<file path="config.mk">
export PLATFORM = sky130hd
export DESIGN_NAME = arrow_sequencer
export DESIGN_NICKNAME = d
export VERILOG_FILES = /design/src/rtl/arrow_pkg.sv /design/src/rtl/arrow_prescaler.sv /design/src/rtl/arrow_sequencer.sv
export SDC_FILE = /design/constraint.sdc
export NUM_CORES = 1
export LEC_CHECK = 0
export BUFFER_PORTS_ARGS = -buffer_cell sky130_fd_sc_hd__clkbuf_2
export CAP_MARGIN = 5
export CORE_AREA = 2 2 63 65
export CTS_CLUSTER_SIZE = 8
export DETAILED_ROUTE_END_ITERATION = 16
export DIE_AREA = 0 0 65 67
export PLACE_DENSITY = 0.71
export SLEW_MARGIN = 20
export SYNTH_ARGS = -nofsm -noshare
export SYNTH_HDL_FRONTEND = slang
export SYNTH_HIERARCHICAL = 1
export SYNTH_SLANG_ARGS = --single-unit
</file>
<file path="constraint.sdc">
create_clock -name clk -period 2.8 [get_ports clk]
set_input_delay 0.56 -clock clk [delete_from_list [all_inputs] [get_ports clk]]
set_output_delay 0.56 -clock clk [all_outputs]
set_load 0.01 [all_outputs]
</file>
<file path="src/rtl/arrow_pkg.sv">
// Shared types and constants for the arrow board sequencer.
package arrow_pkg;

    typedef logic [3:0] pattern_t;

    typedef struct packed {
        pattern_t pattern;
        logic     flashing;
        logic     sequential;
    } cmd_t;

    localparam pattern_t PATTERN_RESET = 4'h0;

    localparam cmd_t CMD_RESET = '{pattern: PATTERN_RESET, flashing: 1'b0, sequential: 1'b0};

    typedef enum logic {RUN, PEND} seq_state_t;

endpackage

</file>
<file path="src/rtl/arrow_prescaler.sv">
// Free-running rate divider: counts 0..PHASE_DIV-1 while enabled and emits a one-cycle tick on wrap.
module arrow_prescaler #(
    parameter int unsigned PHASE_DIV = 2500000,
    parameter int unsigned DIV_WIDTH = 22
) (
    input  logic clk,
    input  logic rst_n,
    input  logic ena,
    input  logic clr,
    output logic tick
);

    localparam logic [DIV_WIDTH-1:0] COUNT_TOP = DIV_WIDTH'(PHASE_DIV - 1);

    logic [DIV_WIDTH-1:0] count_q;
    logic [DIV_WIDTH-1:0] count_d;

    assign tick = ena && (count_q == COUNT_TOP);

    always_comb begin
        count_d = count_q;
        if (clr) begin
            count_d = '0;
        end else if (tick) begin
            count_d = '0;
        end else if (ena) begin
            count_d = count_q + DIV_WIDTH'(1);
        end
    end

    always_ff @(posedge clk or negedge rst_n) begin
        if (!rst_n) begin
            count_q <= '0;
        end else begin
            count_q <= count_d;
        end
    end

endmodule

</file>
<file path="src/rtl/arrow_sequencer.sv">
// Phase generator and command front end for the arrow lamp decoder; deferred commands
// are held in a shadow register and applied only when the phase wraps 3->0.
module arrow_sequencer
    import arrow_pkg::*;
#(
    parameter int unsigned PHASE_DIV = 2500000,
    parameter int unsigned DIV_WIDTH = 22
) (
    input  logic       clk,
    input  logic       rst_n,
    input  logic       ena,
    input  logic       cmd_valid,
    output logic       cmd_ready,
    input  logic [3:0] cmd_pattern,
    input  logic       cmd_flashing,
    input  logic       cmd_sequential,
    input  logic       cmd_immediate,
    output logic [1:0] phase,
    output logic [3:0] pattern,
    output logic       flashing,
    output logic       sequential,
    output logic       frame_start,
    output logic       pending
);

    seq_state_t state_q, state_d;
    logic [1:0] phase_q, phase_d;
    cmd_t       active_q, active_d;
    cmd_t       shadow_q, shadow_d;
    logic       frame_start_q, frame_start_d;

    logic tick;
    logic accept;
    logic imm_load;
    logic boundary;
    cmd_t cmd_in;

    assign cmd_in   = '{pattern: cmd_pattern, flashing: cmd_flashing, sequential: cmd_sequential};
    assign accept   = cmd_valid && cmd_ready;
    assign imm_load = accept && cmd_immediate;
    assign boundary = tick && (phase_q == 2'd3);

    arrow_prescaler #(
        .PHASE_DIV (PHASE_DIV),
        .DIV_WIDTH (DIV_WIDTH)
    ) u_prescaler (
        .clk   (clk),
        .rst_n (rst_n),
        .ena   (ena),
        .clr   (imm_load),
        .tick  (tick)
    );

    // Immediate loads override the normal phase step, so they are resolved last.
    always_comb begin
        state_d       = state_q;
        phase_d       = phase_q;
        active_d      = active_q;
        shadow_d      = shadow_q;
        frame_start_d = 1'b0;

        if (tick) begin
            phase_d = phase_q + 2'd1;
        end
        if (boundary) begin
            frame_start_d = 1'b1;
        end

        unique case (state_q)
            RUN: begin
                if (accept) begin
                    if (cmd_immediate) begin
                        active_d      = cmd_in;
                        phase_d       = 2'd0;
                        frame_start_d = 1'b1;
                    end else begin
                        shadow_d = cmd_in;
                        state_d  = PEND;
                    end
                end
            end
            PEND: begin
                if (boundary) begin
                    active_d = shadow_q;
                    state_d  = RUN;
                end
            end
            default: state_d = RUN;
        endcase
    end

    always_ff @(posedge clk or negedge rst_n) begin
        if (!rst_n) begin
            state_q       <= RUN;
            phase_q       <= 2'd0;
            active_q      <= CMD_RESET;
            shadow_q      <= CMD_RESET;
            frame_start_q <= 1'b0;
        end else begin
            state_q       <= state_d;
            phase_q       <= phase_d;
            active_q      <= active_d;
            shadow_q      <= shadow_d;
            frame_start_q <= frame_start_d;
        end
    end

    assign pending     = (state_q == PEND);
    assign cmd_ready   = ~pending;
    assign phase       = phase_q;
    assign pattern     = active_q.pattern;
    assign flashing    = active_q.flashing;
    assign sequential  = active_q.sequential;
    assign frame_start = frame_start_q;

endmodule
</file>
-- Word-level counts from Yosys, hierarchy flattened
Index checks and enable logic that the tools add are counted.
- output and inout port bits: 11
- word-level logic and storage cells: 45
- register bits: 38
- bits of input ports: 11
- mux-type cells: 19
- bitwise logic cells: 2
- add/subtract/negate cells: 2
- reduce and logical (&&, ||, !) cells: 7
- eq/ne operators: 5
- operator list (cell ; number):
    22-bit 2-to-1 mux ; 3
    22-bit by 1-bit adder with 22-bit output (second input constant) ; 1
    22-bit == test (second input constant) ; 1
    6-bit 2-to-1 mux ; 3
    6-bit case mux with 2 select lines ; 1
    2-bit 2-to-1 mux ; 4
    1-bit 2-to-1 mux ; 7
    2-bit by 1-bit != test with 1-bit output (second input constant) ; 3
    3-bit AND reduction ; 2
    1-bit logical AND ; 4
    3-bit nonzero test ; 1
    2-bit by 1-bit adder with 2-bit output (second input constant) ; 1
    2-bit == test (second input constant) ; 1
    1-bit NOT ; 2
    1-bit case mux with 2 select lines ; 1

-- Logic depth before layout (Yosys ltp)
- depth after elaboration: 7
- gate-level depth with buffers: 8
- mapped depth without buffers: 8

-- By module
The synthesis kept the hierarchy.
- modules (own cells, without submodules) (module ; seq. area each (µm²) ; area each (µm²) ; cells each ; times used):
    arrow_prescaler ; 550.5 ; 1192.4 ; 131 ; 1
    arrow_sequencer ; 400.4 ; 770.7 ; 61 ; 1

-- Least setup slack after synthesis
OpenSTA, ideal clock, no wires.
- path kind: input -> register
- start point: input port cmd_valid
- end point: register u_prescaler.count_q[14]
- setup slack: 0.571 ns
- setup time: 0.077 ns
- stages: 7
- arrival time: 2.152 ns
- required time: 2.723 ns
- buffers on the path: 1
- path through: nor2b_1 and2_1 buf_2 o2111a_1 or4b_1 or3_1 a21oi_1
- word-level cells in the longest chain between the ends: 3
- elaborated cells between the ends (all ways): 4
- those cells by class: mux: 1; reduce/logical: 3
- ends and longest elaborated chain (item ; RTL line ; text):
    from (decl) ; arrow_sequencer.sv:12 ; input logic cmd_valid,
    1-bit logical AND * ; arrow_sequencer.sv:39 ; assign accept = cmd_valid && cmd_ready;
    1-bit logical AND * ; arrow_sequencer.sv:40 ; assign imm_load = accept && cmd_immediate;
    via imm_load ; arrow_sequencer.sv:34 ; logic imm_load;
    3-bit nonzero test (no source line) or 22-bit 2-to-1 mux (tied branches) ; -- ;
    to (signal assigned) ; arrow_prescaler.sv:35 ; count_q <= count_d;
    to (decl) ; arrow_prescaler.sv:15 ; logic [DIV_WIDTH-1:0] count_q;
The timed path passes the listed nets; every way through them passes the cells marked *.
A chain may end at the register's enable or synchronous reset.

-- Worst setup path in the final report
Same ends and word-level chain as after synthesis.

==> run_results.csv <==
group,metric,value,unit
logic_synthesis,ys_seq_elements,38,
clocking,cts_tree,"built",
floorplan,num_rows,22,
clocking,ctsResizeCount,0,
cells_and_area,syn2layout_area_growth,15.0,%
worst_setup_path,worst_ep_required_time,3.02,ns
route,drtIter0Drc,108,
logic_synthesis,syn_inst,192,
cells_and_area,seqCellArea,951,sq um
worst_setup_path,timing.critical_path.buf_inv,1,
logic_synthesis,synth_common_cells,"dfrtp_1 (38), nor2_1 (19), a21oi_1 (12), nand2_1 (12), nand3_1 (10)",
global_routing,antenna_found_initial,0,
timing,tightest_slew,0.959,ns
global_routing,track_usage,22.1,%
floorplan,ios,22,
cells_and_area,drive_gt1_share,21.1,%
cells_and_area,fillCellCount,300,
floorplan,die_w,65,um
logic_synthesis,yosys_warnings,6,
clocking,cts.clk_slew.worst_paths,0.08,ns
flow_run,drv_cap,0,
cells_and_area,finalNetCount,230,
route,drc,0,
worst_setup_path,startpoint,"cmd_valid",
worst_setup_path,crit_path_end_kind,"register",
clocking,h-tree-depth,2,
logic_synthesis,synthArstFlopShare,100,%
route,num_vias,1535,
pwr,p_leak,1.08,nW
worst_setup_path,crit_type,"in -> reg",
route,detail_route.vias_per_cell,5.77,
worst_setup_path,critPathSlowestCell,"or4b_1",
timing,relSlewSlack,36.1,%
global_routing,grt_max_degree,39,
logic_synthesis,synth_ff_type,"dfrtp_1",
clocking,numCtsBuffers,5,
logic_synthesis,synth_most_common_cell,"dfrtp_1",
timing,rsz0062_at_grt,"no",
pwr,ir_worst_vdd,0.422,mV
logic_synthesis,synth_area,1960,sq um
worst_setup_path,worstPathArrival,2.27,ns
global_routing,grt_overflow,0,
timing,holdWs,0.409,ns
worst_setup_path,r2r_start,"u_prescaler/count_q[7]",
global_routing,grt_pass1_wl,7.19,mm
logic_synthesis,synth.top_cell.area_share,48.4,%
clocking,cts.sinks,38,
timing,finalSetupTns,0,ns
worst_setup_path,crit_fanout,8,
place,place_hpwl,2.84,mm
cells_and_area,multi_input_area,953,sq um
timing,fin_crit,2.05,ns
logic_synthesis,synth_nets,205,
logic_synthesis,synth-edff-count,0,
floorplan,initial_core_util,54.4,%
worst_setup_path,crit_path_start_kind,"input port",
logic_synthesis,syn_area_per_cell,10.2,sq um
clocking,cts_hold_buf,0,
logic_synthesis,synth_largest_area_cell,"dfrtp_1",
cells_and_area,fin_util,62.6,%
timing,skew,0.00569,ns
timing,max_freq,487,MHz
route,wl_per_cell,15.1,um
place,post-place-cells,258,
floorplan,coreArea,3610,sq um
route,wirelength,4.02,mm
clocking,cts_buffer_depth,2,
cells_and_area,final-instance-count-excl-fill,266,
cells_and_area,antennaDiodeCount,0,
route,dr.pass1.iters,4,
floorplan,dieArea,4360,sq um
timing,finalSetupViolations,0,
pwr,powerDensity,755,nW/um^2
worst_hold_path,worstHoldPathType,"in -> async",
place,portBuffers,21,
logic_synthesis,synth.distinct_cells,41,
clocking,clk_latency,0.29,ns
timing,fin_crit_sh,73.3,%
status,run_status,"finished, final reports clean",
place,place_congestion,0.861,
logic_synthesis,ys_seq_area_share,48.4,%
pwr,power,1.70,mW
clocking,cts_setup_buffers,0,
timing,drv_slew,0,
global_routing,first_global_vias,1551,
floorplan,die_h,67,um
timing,final_hold_viol_count,0,
clocking,root_buffer,"clkbuf_8",
logic_synthesis,ys_top_cells_by_area,"dfrtp_1 (48%), mux2_4 (4.6%), nor2_1 (3.6%), mux2i_1 (3.6%), xor2_1 (3.1%)",
route,drt.antenna.violating_nets,0,
worst_setup_path,slowest_delay,0.49,ns
worst_setup_path,path_cells,"clkbuf_2 -> nor2b_1 -> and2_1 -> o2111a_1 -> or4b_1 -> or3_1 -> a21oi_1",
worst_setup_path,cp_top_family,"simple AND/OR/NAND/NOR gates",
registers in the layout (all words and copies together), names as in the netlist:
register	cells
pattern	4
sequential	1
pending	1
u_prescaler/count_q	22
phase	2
flashing	1
shadow_q	6
frame_start	1
cell type report:
class,instances,area share [%]
clock buffers,6,3.66
flip-flops and latches,38,42.1
multi-input cells,141,42.2
well taps,48,2.66
inverters,8,1.33
clock inverters,2,2.66
repair buffers,23,5.32
through the flow:
stage / cell area, sq um / worst slack [ns]
global placement: 2110 / 0.552
finish: 2260 / 0.749
detailed placement: 2110 / 0.465
CTS: 2260 / 0.754
global route: 2260 / 0.561
floorplan: 1960 / 0.571
worst reg2reg max path: stages (launching register included):
cell	delay [ns]
dfrtp_1	0.45
nand3_1	0.18
nor4_1	0.34
nand3_1	0.26
inv_1	0.20
nand2_2	0.19
mux2i_1	0.20
a21oi_1	0.08
power by group:
group	leakage, nW	switching, mW	internal, mW
Sequential	0.476	0.115	0.680
Combinational	0.537	0.155	0.179
Clock	0.0714	0.195	0.380
cells in the final DEF (no fill, tap or decap), drive strengths merged, types with 2 or more instances in the layout:
cell / n
a211oi: 6
a21oi: 12
a31o: 2
a31oi: 3
and3: 6
buf: 2
bufinv: 2
clkbuf: 27
dfrtp: 38
ha: 2
inv: 8
mux2: 6
mux2i: 7
nand2: 14
nand2b: 2
nand3: 10
nand3b: 2
nand4: 7
nor2: 19
nor2b: 3
nor3: 4
nor4: 3
o21ai: 5
or3: 5
or4: 2
xnor2: 6
xor2: 7
routing by layer:
layer	GRT usage, %	wire length (um)	vias to the layer above
li1	-	-	741
met1	25.6	1710	744
met2	36.7	2030	39
met3	7.60	171	11
met4	10.1	102	0
met5	0	0	-
worst paths after layout:
path,to,slack [ns],depth (start not counted)
min reg2reg,shadow_q[3],0.52,1
min in group clk,shadow_q[2],0.51,2
max reg2reg,pattern[0],0.79,7
max,u_prescaler/count_q[14],0.75,7
max in group asynchronous,u_prescaler/count_q[2],1.81,1
min,shadow_q[2],0.41,1
logic make-up (layout without fill, tap and decap cells):
| group | count (synthesis) | in the layout | synth area share [%] |
|---|---|---|---|
| DFF | 38 | 38 | 48.4 |
| xor gates and xnor gates | 13 | 13 | 5.80 |
| buffers and inverters | 13 | 39 | 3.00 |
| AOI/OAI and AO/OA | 31 | 31 | 9.82 |
| and+or+nand+nor | 82 | 82 | 23.5 |
| adders and majority gates | 2 | 2 | 1.27 |
| muxes | 13 | 13 | 8.16 |
Note: power is estimated with default switching activity, not from simulation.
